`config.mk`:
```
export PLATFORM = sky130hd
export DESIGN_NAME = vxe_txnreqd_queue_flat
export DESIGN_NICKNAME = d
export VERILOG_FILES = /design/src/rtl/vxe_txnreqd_queue_if.sv /design/src/rtl/vxe_txnreqd_queue.sv /design/src/flat_wrapper.sv
export SDC_FILE = /design/constraint.sdc
export NUM_CORES = 1
export LEC_CHECK = 0
export CORE_ASPECT_RATIO = 0.75
export CORE_MARGIN = 2
export CORE_UTILIZATION = 59
export CTS_CLUSTER_SIZE = 16
export DETAILED_ROUTE_END_ITERATION = 8
export PLACE_DENSITY = 0.82
export SLEW_MARGIN = 0
export SYNTH_ARGS = -nofsm -noshare
export SYNTH_HDL_FRONTEND = slang
export SYNTH_SLANG_ARGS = --single-unit
```
`constraint.sdc`:
```
create_clock -name clk -period 7.12 [get_ports clk]
set_clock_uncertainty 0.1 [all_clocks]
set_input_delay 1.424 -clock clk [delete_from_list [all_inputs] [get_ports clk]]
set_output_delay 1.424 -clock clk [all_outputs]
set_load 0.02 [all_outputs]
```
`src/rtl/vxe_txnreqd_queue_if.sv`:
```
// vxe_txnreqd_queue_if: client write-beat handshake and head-of-queue
// handshake toward the transaction path, bundled for the request data queue.
// The master side is the client/downstream pair; the slave side is the queue.
interface vxe_txnreqd_queue_if #(
  parameter int DEPTH_POW2 = 2
);
  logic [63:0]         i_data;
  logic [7:0]          i_ben;
  logic                i_vld;
  logic                o_rdy;
  logic [71:0]         o_req_vec_dat;
  logic                o_vld;
  logic                i_rdy;
  logic [DEPTH_POW2:0] o_count;

  modport master (
    output i_data,
    output i_ben,
    output i_vld,
    output i_rdy,
    input  o_rdy,
    input  o_req_vec_dat,
    input  o_vld,
    input  o_count
  );

  modport slave (
    input  i_data,
    input  i_ben,
    input  i_vld,
    input  i_rdy,
    output o_rdy,
    output o_req_vec_dat,
    output o_vld,
    output o_count
  );
endinterface

```
`src/rtl/vxe_txnreqd_queue.sv`:
```
// vxe_txnreqd_queue: in-order buffer of 72-bit request data vectors
// {ben[7:0], data[63:0]} feeding the request data decoder. The head vector is
// read combinationally from storage so a beat pushed into an empty queue is
// visible the cycle after its push edge. The head is forced to zero whenever
// the queue is empty so the decoder never sees a stale entry.
module vxe_txnreqd_queue #(
  parameter int DEPTH_POW2 = 2
) (
  input logic                    clk,
  input logic                    rst,
  vxe_txnreqd_queue_if.slave     q
);

  localparam int PTR_W = DEPTH_POW2;
  localparam int CNT_W = DEPTH_POW2 + 1;
  localparam int DEPTH = 1 << DEPTH_POW2;
  localparam logic [CNT_W-1:0] FULL_COUNT = CNT_W'(DEPTH);
  localparam logic [CNT_W-1:0] CNT_ZERO   = CNT_W'(0);
  localparam logic [CNT_W-1:0] CNT_ONE    = CNT_W'(1);
  localparam logic [PTR_W-1:0] PTR_ZERO   = PTR_W'(0);
  localparam logic [PTR_W-1:0] PTR_ONE    = PTR_W'(1);

  logic [71:0]      mem_r [DEPTH];
  logic [PTR_W-1:0] wr_ptr_r;
  logic [PTR_W-1:0] rd_ptr_r;
  logic [CNT_W-1:0] count_r;

  logic             rdy_s;
  logic             vld_s;
  logic             push_s;
  logic             pop_s;
  logic [CNT_W-1:0] count_nxt_s;
  logic [71:0]      head_s;

  // Handshake qualifiers: a full queue refuses a push even if it pops this cycle
  always_comb begin
    rdy_s  = (!rst) && (count_r != FULL_COUNT);
    vld_s  = (count_r != CNT_ZERO);
    push_s = q.i_vld && rdy_s;
    pop_s  = vld_s && q.i_rdy;
  end

  // Next occupancy: net change of one entry, or none when push and pop coincide
  always_comb begin
    count_nxt_s = count_r;
    case ({push_s, pop_s})
      2'b10:   count_nxt_s = count_r + CNT_ONE;
      2'b01:   count_nxt_s = count_r - CNT_ONE;
      default: count_nxt_s = count_r;
    endcase
  end

  // Pointer and occupancy state; reset discards all entries without a pop
  always_ff @(posedge clk) begin
    if (rst) begin
      wr_ptr_r <= PTR_ZERO;
      rd_ptr_r <= PTR_ZERO;
      count_r  <= CNT_ZERO;
    end else begin
      if (push_s) begin
        wr_ptr_r <= wr_ptr_r + PTR_ONE;
      end
      if (pop_s) begin
        rd_ptr_r <= rd_ptr_r + PTR_ONE;
      end
      count_r <= count_nxt_s;
    end
  end

  // Entry storage; written only on an accepted beat, never cleared
  always_ff @(posedge clk) begin
    if (push_s) begin
      mem_r[wr_ptr_r] <= {q.i_ben, q.i_data};
    end
  end

  // Head vector, masked to zero while the queue is empty
  always_comb begin
    head_s = 72'h0;
    if (vld_s) begin
      head_s = mem_r[rd_ptr_r];
    end else begin
      head_s = 72'h0;
    end
  end

  assign q.o_rdy         = rdy_s;
  assign q.o_vld         = vld_s;
  assign q.o_req_vec_dat = head_s;
  assign q.o_count       = count_r;

endmodule

```
`src/flat_wrapper.sv`:
```
// flat-port wrapper written by rule: the top's interface ports become plain ports
module vxe_txnreqd_queue_flat 
#(
  parameter int DEPTH_POW2 = 2
)
  (clk, rst, q_i_data, q_i_ben, q_i_vld, q_i_rdy, q_o_rdy, q_o_req_vec_dat, q_o_vld, q_o_count);
  vxe_txnreqd_queue_if #(.DEPTH_POW2(DEPTH_POW2)) q_i ();
  input logic clk;
  input logic rst;
  input wire logic [$bits(q_i.i_data)-1:0] q_i_data;
  input wire logic [$bits(q_i.i_ben)-1:0] q_i_ben;
  input wire logic [$bits(q_i.i_vld)-1:0] q_i_vld;
  input wire logic [$bits(q_i.i_rdy)-1:0] q_i_rdy;
  output wire logic [$bits(q_i.o_rdy)-1:0] q_o_rdy;
  output wire logic [$bits(q_i.o_req_vec_dat)-1:0] q_o_req_vec_dat;
  output wire logic [$bits(q_i.o_vld)-1:0] q_o_vld;
  output wire logic [$bits(q_i.o_count)-1:0] q_o_count;
  assign q_i.i_data = q_i_data;
  assign q_i.i_ben = q_i_ben;
  assign q_i.i_vld = q_i_vld;
  assign q_i.i_rdy = q_i_rdy;
  assign q_o_rdy = q_i.o_rdy;
  assign q_o_req_vec_dat = q_i.o_req_vec_dat;
  assign q_o_vld = q_i.o_vld;
  assign q_o_count = q_i.o_count;
  vxe_txnreqd_queue #(.DEPTH_POW2(DEPTH_POW2)) u_core (.clk(clk), .rst(rst), .q(q_i));
endmodule
```
==> summary.md, run 1 <==
| Metric | Value |
|---|---|
| DR iter-0 viols | `465` |
| Dominant synthesized flop cell | `edfxtp_1` |
| CTS-repair resized insts | `0` |
| Initial core utilization | `0.596` |
| Worst-skew pair later-pin latency | `0.53 ns` |
| RSZ-0062 raised after global routing | `no` |
| Synth Net Count | `591` |
| Slowest CP cell | `dfxtp_4` |
| Met2 Use GR | `0.325` |
| H-Tree Depth | `1` |
| Post-synthesis sequential area ratio | `0.773` |
| Top cells by count, synth | `edfxtp_1 (288), and2_1 (77), mux4_2 (70)` |
| GP Congestion | `0.697` |
| Area contributors post-synth | `edfxtp_1 (76%), mux4_2 (14%), and2_1 (4.2%), dfxtp_1 (1.6%), buf_12 (1.2%)` |
| Total core area | `19200 sq um` |
| Final slew viol count | `0` |
| Fraction of registers with async set/reset | `0` |
| Die span in x | `165 um` |
| First-pass GRT wire length | `32200 um` |
| WS Path Type | `flop to output pin` |
| Synth Register Bits | `297` |
| CTS tree | `yes` |
| EDFF count, synth | `288` |
| Number of post-CTS setup repair buffers | `0` |
| Worst VDD drop | `0.000369 V` |
| Vias in the first global route | `5762` |
| Final hold vios | `0` |
| Internal power | `3.69 mW` |
| Clock power frac | `0.295` |
| CP max FO | `49` |
| Post-route setup TNS | `0 ns` |
| Crit end category | `output pin` |
| Clk buf depth | `3` |
| Met1 Track Usage GR | `0.306` |
| Layout area overhead | `22.8%` |
| TritonCTS Buffers | `28` |
| Post-Place Cells | `891` |
| Die height | `125 um` |
| P_sw | `1.43 mW` |
| Vias per inst | `5.77` |
| GR Util met3 | `0.0509` |
| Antenna Nets Post-Route | `0` |
| CTS sink count | `297` |
| Leak | `4.46 nW` |
| Logic pwr share | `0.283` |
| Largest net degree at the start of global routing | `73` |
| FMAX | `0.202 GHz` |
| Post-Place Worst Slack | `2.60 ns` |
| Share of cells above drive strength 1 | `0.186` |
| Worst hold path class | `flop to flop` |
| Area after DPL | `13100 sq um` |
| Worst stage delay on the critical path | `1.00 ns` |
| Count leader, synth | `edfxtp_1` |
| Row count | `44` |
| Post-synthesis cell area | `11400 sq um` |
| Grt ovf | `0` |
| Yosys top cell by area | `edfxtp_1` |
| Final Cell Area | `14000 sq um` |
| IO Port Bufs | `152` |
| Sequential Power Share | `0.422` |
| Avg WL per Cell | `22.2 um` |
| Top-area cell type share of the netlist area | `0.757` |
| Slew Limit Headroom | `0.248` |
| Warnings, synthesis | `0` |
| Period utilisation layout | `0.697` |
| Final wirelength | `20900 um` |
| Cell count after synthesis | `509` |
| P per Cell Area | `365 nW/um^2` |
| Fin nets | `750` |
| Worst Slack Setup Final | `2.16 ns` |
| Antenna violations before repair | `1` |
| Setup violators final | `0` |
| Grt peak-use layer | `met2` |
| Least-Margin Pin Slew | `1.13 ns` |
| Crit path launch type | `flop` |
| Worst-path cell chain | `buf_4 -> mux4_2 -> and2_1 -> clkdlybuf4s50_1` |
| Fin crit period | `4.96 ns` |
| Sw frac | `0.279` |
| DRC | `0` |
| Arrival time worst endpoint | `3.44 ns` |
| Post-cts hold buffer count | `0` |
| Die ar. | `20500 sq um` |
| First-pass DRT Iterations | `6` |
| Clk root buf | `clkbuf_16` |
| Max Cap Viol | `0` |
| Worst-path clk slew | `0.06 ns` |
| Status | `completed` |
| GRT Overall Usage | `0.208` |
| Ant diodes | `0` |
| Yosys cell types | `24` |
| Worst path required time | `5.60 ns` |
| Vias | `5441` |
| Post-layout util | `0.732` |
| Syn avg cell area | `22.4 sq um` |
| Final Non-Filler Cells | `943` |
| Num ports | `153` |
| DPL Wire Length | `11400 um` |
## sequential cells by signal, summed over array words and instances (netlist names), named ones only
name,cells
u_core.q.o_count,3
u_core.wr_ptr_r,2
u_core.mem_r,288
u_core.rd_ptr_r,2
## power groups by stage
| stage | Sequential [mW] | Combinational (mW) | Clock (mW) |
|---|---|---|---|
| after floorplan | 2.11 | 0.980 | 0 |
| after global placement | 2.19 | 1.44 | 0 |
| after detailed placement | 2.20 | 1.46 | 0 |
| after CTS | 2.17 | 1.47 | 1.54 |
| after global routing | 2.18 | 1.54 | 1.60 |
| final | 2.16 | 1.45 | 1.51 |
## logic make-up (layout without fill, tap and decap cells)
group / Yosys count / in the layout / share of synthesized area
flops: 297 / 297 / 0.773
simple gates: 91 / 91 / 0.0484
mux: 74 / 74 / 0.144
buf+inv: 32 / 213 / 0.0219
fa+ha+maj: 6 / 6 / 0.00723
compound gates: 6 / 6 / 0.00296
xor+xnor: 3 / 3 / 0.00230
## critical path, delay by kind of cell, from the launching register on
family / cells / cell delay, ns
buffers and inverters: 2 / 1.11
DFF: 1 / 1.00
muxes: 1 / 0.57
and+or+nand+nor: 1 / 0.18
## routing by layer
| metal | routed length [um] | vias to the layer above |
|---|---|---|
| met5 | 13 | - |
| met4 | 368 | 2 |
| met3 | 1740 | 34 |
| met2 | 10000 | 236 |
| met1 | 8760 | 2793 |
| li1 | - | 2376 |
## per-stage QoR
stage	hold slack, ns	total power [mW]
3_3_place_gp	0.370	3.63
5_1_grt	0.487	5.33
3_5_place_dp	0.389	3.66
6_report	0.439	5.12
2_1_floorplan	0.363	3.09
4_1_cts	0.438	5.17
## cell type report
class	instances	area [sq um]
clock buffer	36	802
sequential	297	8840
multi-input combinational	180	2360
tap	253	317
timing repair buffer	154	1540
inverter	7	26.3
fill	1110	5130
clock inverter	16	155
## path summary, 6_finish.rpt
path | start | endpoint | slack (ns) | cells past startpoint
worst max-delay path | flop | q_o_req_vec_dat[19] | 2.16 | 4
worst min-delay path | u_core.rd_ptr_r[0]$_SDFFE_PP0P_ | u_core.rd_ptr_r[0]$_SDFFE_PP0P_ | 0.44 | 2
worst min register to register | u_core.rd_ptr_r[0]$_SDFFE_PP0P_ | u_core.rd_ptr_r[0]$_SDFFE_PP0P_ | 0.44 | 2
worst max register to register | u_core.q.o_count[0]$_SDFFE_PP0P_ | u_core.q.o_count[2]$_SDFFE_PP0P_ | 4.20 | 9
## cell usage in the layout, fill, tap and decap left out, types with 5 or more instances in the layout
| cell type | count |
|---|---|
| and2_1 | 73 |
| clkbuf_16 | 29 |
| clkbuf_8 | 5 |
| clkdlybuf4s50_1 | 152 |
| clkinv_2 | 9 |
| dfxtp_1 | 7 |
| edfxtp_1 | 288 |
| ha_1 | 5 |
| inv_1 | 7 |
| mux4_2 | 70 |
| nor2_1 | 7 |
No activity file was read; power rests on OpenSTA's default activity.
==> inputs of run 2 (changes only) <==
CORE_UTILIZATION = 49   (was 59)
PLACE_DENSITY = 0.72   (was 0.82)
clock period = 4.02 ns   (was 7.12 ns; I/O delays follow)
==> summary.md, run 2 (same netlist as run 1, synthesis figures left out) <==
| Metric | Value |
|---|---|
| Slowest CP cell | `or3_2` |
| Final hold vios | `0` |
| CTS-repair resized insts | `0` |
| Worst path required time | `3.12 ns` |
| Period utilisation layout | `0.921` |
| Layout area overhead | `24.7%` |
| Grt ovf | `0` |
| Crit end category | `output pin` |
| Antenna violations before repair | `4` |
| GP Congestion | `0.719` |
| CP max FO | `30` |
| Die height | `136 um` |
| Worst hold path class | `flop to flop` |
| Row count | `48` |
| Top reg by flops | `u_core.mem_r` |
| First-pass GRT wire length | `34000 um` |
| First-pass DRT Iterations | `4` |
| Worst-skew pair later-pin latency | `0.54 ns` |
| GRT Overall Usage | `0.183` |
| Final slew viol count | `0` |
| Worst-path cell chain | `or3_2 -> buf_4 -> and2_1 -> clkdlybuf4s50_1` |
| TritonCTS Buffers | `28` |
| Crit path launch type | `flop` |
| Status | `completed` |
| Clock power frac | `0.286` |
| Slew Limit Headroom | `0.607` |
| H-Tree Depth | `1` |
| Post-cts hold buffer count | `0` |
| Logic pwr share | `0.305` |
| Leak | `4.54 nW` |
| CTS tree | `yes` |
| Die span in x | `180 um` |
| Number of post-CTS setup repair buffers | `0` |
| Worst Slack Setup Final | `0.316 ns` |
| RSZ-0062 raised after global routing | `no` |
| P per Cell Area | `638 nW/um^2` |
| Highest-count cells in the layout ignoring fill and taps | `edfxtp_1 (288), clkdlybuf4s50_1 (152), and2_1 (73), mux4_2 (70), clkbuf_16 (30)` |
| Commonest non-fill, non-tap cell in the layout | `edfxtp_1` |
| IO Port Bufs | `152` |
| Largest net degree at the start of global routing | `59` |
| Least-Margin Pin Slew | `0.590 ns` |
| Final wirelength | `22200 um` |
| WS Path Type | `flop to output pin` |
| Internal power | `6.53 mW` |
| Clk buf depth | `3` |
| Clk root buf | `clkbuf_16` |
| R2R Path Start | `u_core.q.o_count[0]$_SDFFE_PP0P_` |
| Max reg flops | `288` |
| Share of cells above drive strength 1 | `0.196` |
| CTS sink count | `297` |
| Fin crit period | `3.70 ns` |
| Hold_sp | `u_core.rd_ptr_r[0]$_SDFFE_PP0P_` |
| DR iter-0 viols | `447` |
| Worst hold path stage count | `2` |
| Max Cap Viol | `0` |
| Avg WL per Cell | `22.1 um` |
| P_sw | `2.56 mW` |
| Total core area | `22900 sq um` |
| Post-Place Worst Slack | `0.870 ns` |
| Reg2reg path depth | `8` |
| Initial core utilization | `0.498` |
| FMAX | `0.270 GHz` |
| DRC | `0` |
| Sequential Power Share | `0.410` |
| Antenna Nets Post-Route | `0` |
| Vias | `5499` |
| Setup violators final | `0` |
| Die ar. | `24600 sq um` |
| DPL Wire Length | `13900 um` |
| CP startpoint | `u_core.q.o_count[0]$_SDFFE_PP0P_` |
| Fin nets | `766` |
| Post-route setup TNS | `0 ns` |
| Vias per inst | `5.47` |
| Arrival time worst endpoint | `2.80 ns` |
| Worst VDD drop | `0.000495 V` |
| Vias in the first global route | `5809` |
| Sw frac | `0.282` |
| Worst-path clk slew | `0.06 ns` |
| Worst stage delay on the critical path | `0.77 ns` |
| Num ports | `153` |
==> run 2: cell types whose count changed in the layout (fill, tap and decap cells not counted), sizes merged <==
cell / change
diode: +1
inv: -1
clkinv: -3
clkbuf: +2
buf: +16
clkinvlp: +1
bufinv: -1
==> run 2: path summary, 6_finish.rpt <==
kind	end	slack, ns
setup reg to reg	u_core.q.o_count[2]$_SDFFE_PP0P_	1.35
hold reg to reg	flop	0.39
hold / removal	flop	0.39
setup / recovery	q_o_req_vec_dat[63]	0.32
==> run 2: power by group through the flow <==
stage	clock network, mW	registers, mW	logic [mW]
global route	2.75	3.74	2.97
global placement	0	3.77	2.77
CTS	2.65	3.73	2.82
detailed placement	0	3.79	2.80
floorplan	0	3.73	1.74
finish	2.60	3.72	2.77
==> run 2: metal layers <==
| layer | track usage | vias to the layer above | routed length (um) |
|---|---|---|---|
| met5 | 0 | - | 25 |
| met1 | 0.272 | 2845 | 10100 |
| met4 | 0.0399 | 4 | 426 |
| li1 | - | 2410 | - |
| met2 | 0.281 | 204 | 9980 |
| met3 | 0.0437 | 36 | 1650 |
==> run 2: metrics by stage <==
step | instance area [sq um] | utilization | std cells | hold WS, ns | power [mW]
after floorplan | 11400 | - | 509 | 0.363 | 5.47
after global placement | 13300 | 0.581 | 954 | 0.382 | 6.54
after detailed placement | 13300 | 0.581 | 954 | 0.383 | 6.59
after CTS | 14200 | 0.621 | 1004 | 0.394 | 9.19
after global routing | 14200 | 0.621 | 1004 | 0.433 | 9.47
final | 14300 | 0.621 | 1005 | 0.395 | 9.09
==> run 2: critical path: cells and delay by family (launching register included) <==
| kind | cells | cell delay (ns) |
|---|---|---|
| buffers and inverters | 2 | 0.89 |
| and+or+nand+nor | 2 | 0.96 |
| DFF | 1 | 0.37 |
==> run 2: layout make-up <==
cell class / instances / area (sq um)
flip-flops and latches: 297 / 8840
fillers: 1592 / 8690
multi-input cells: 180 / 2360
repair buffers: 170 / 1730
clock buffers: 38 / 811
well taps: 300 / 375
clock inverters: 12 / 111
inverters: 7 / 26.3
diodes: 1 / 2.50
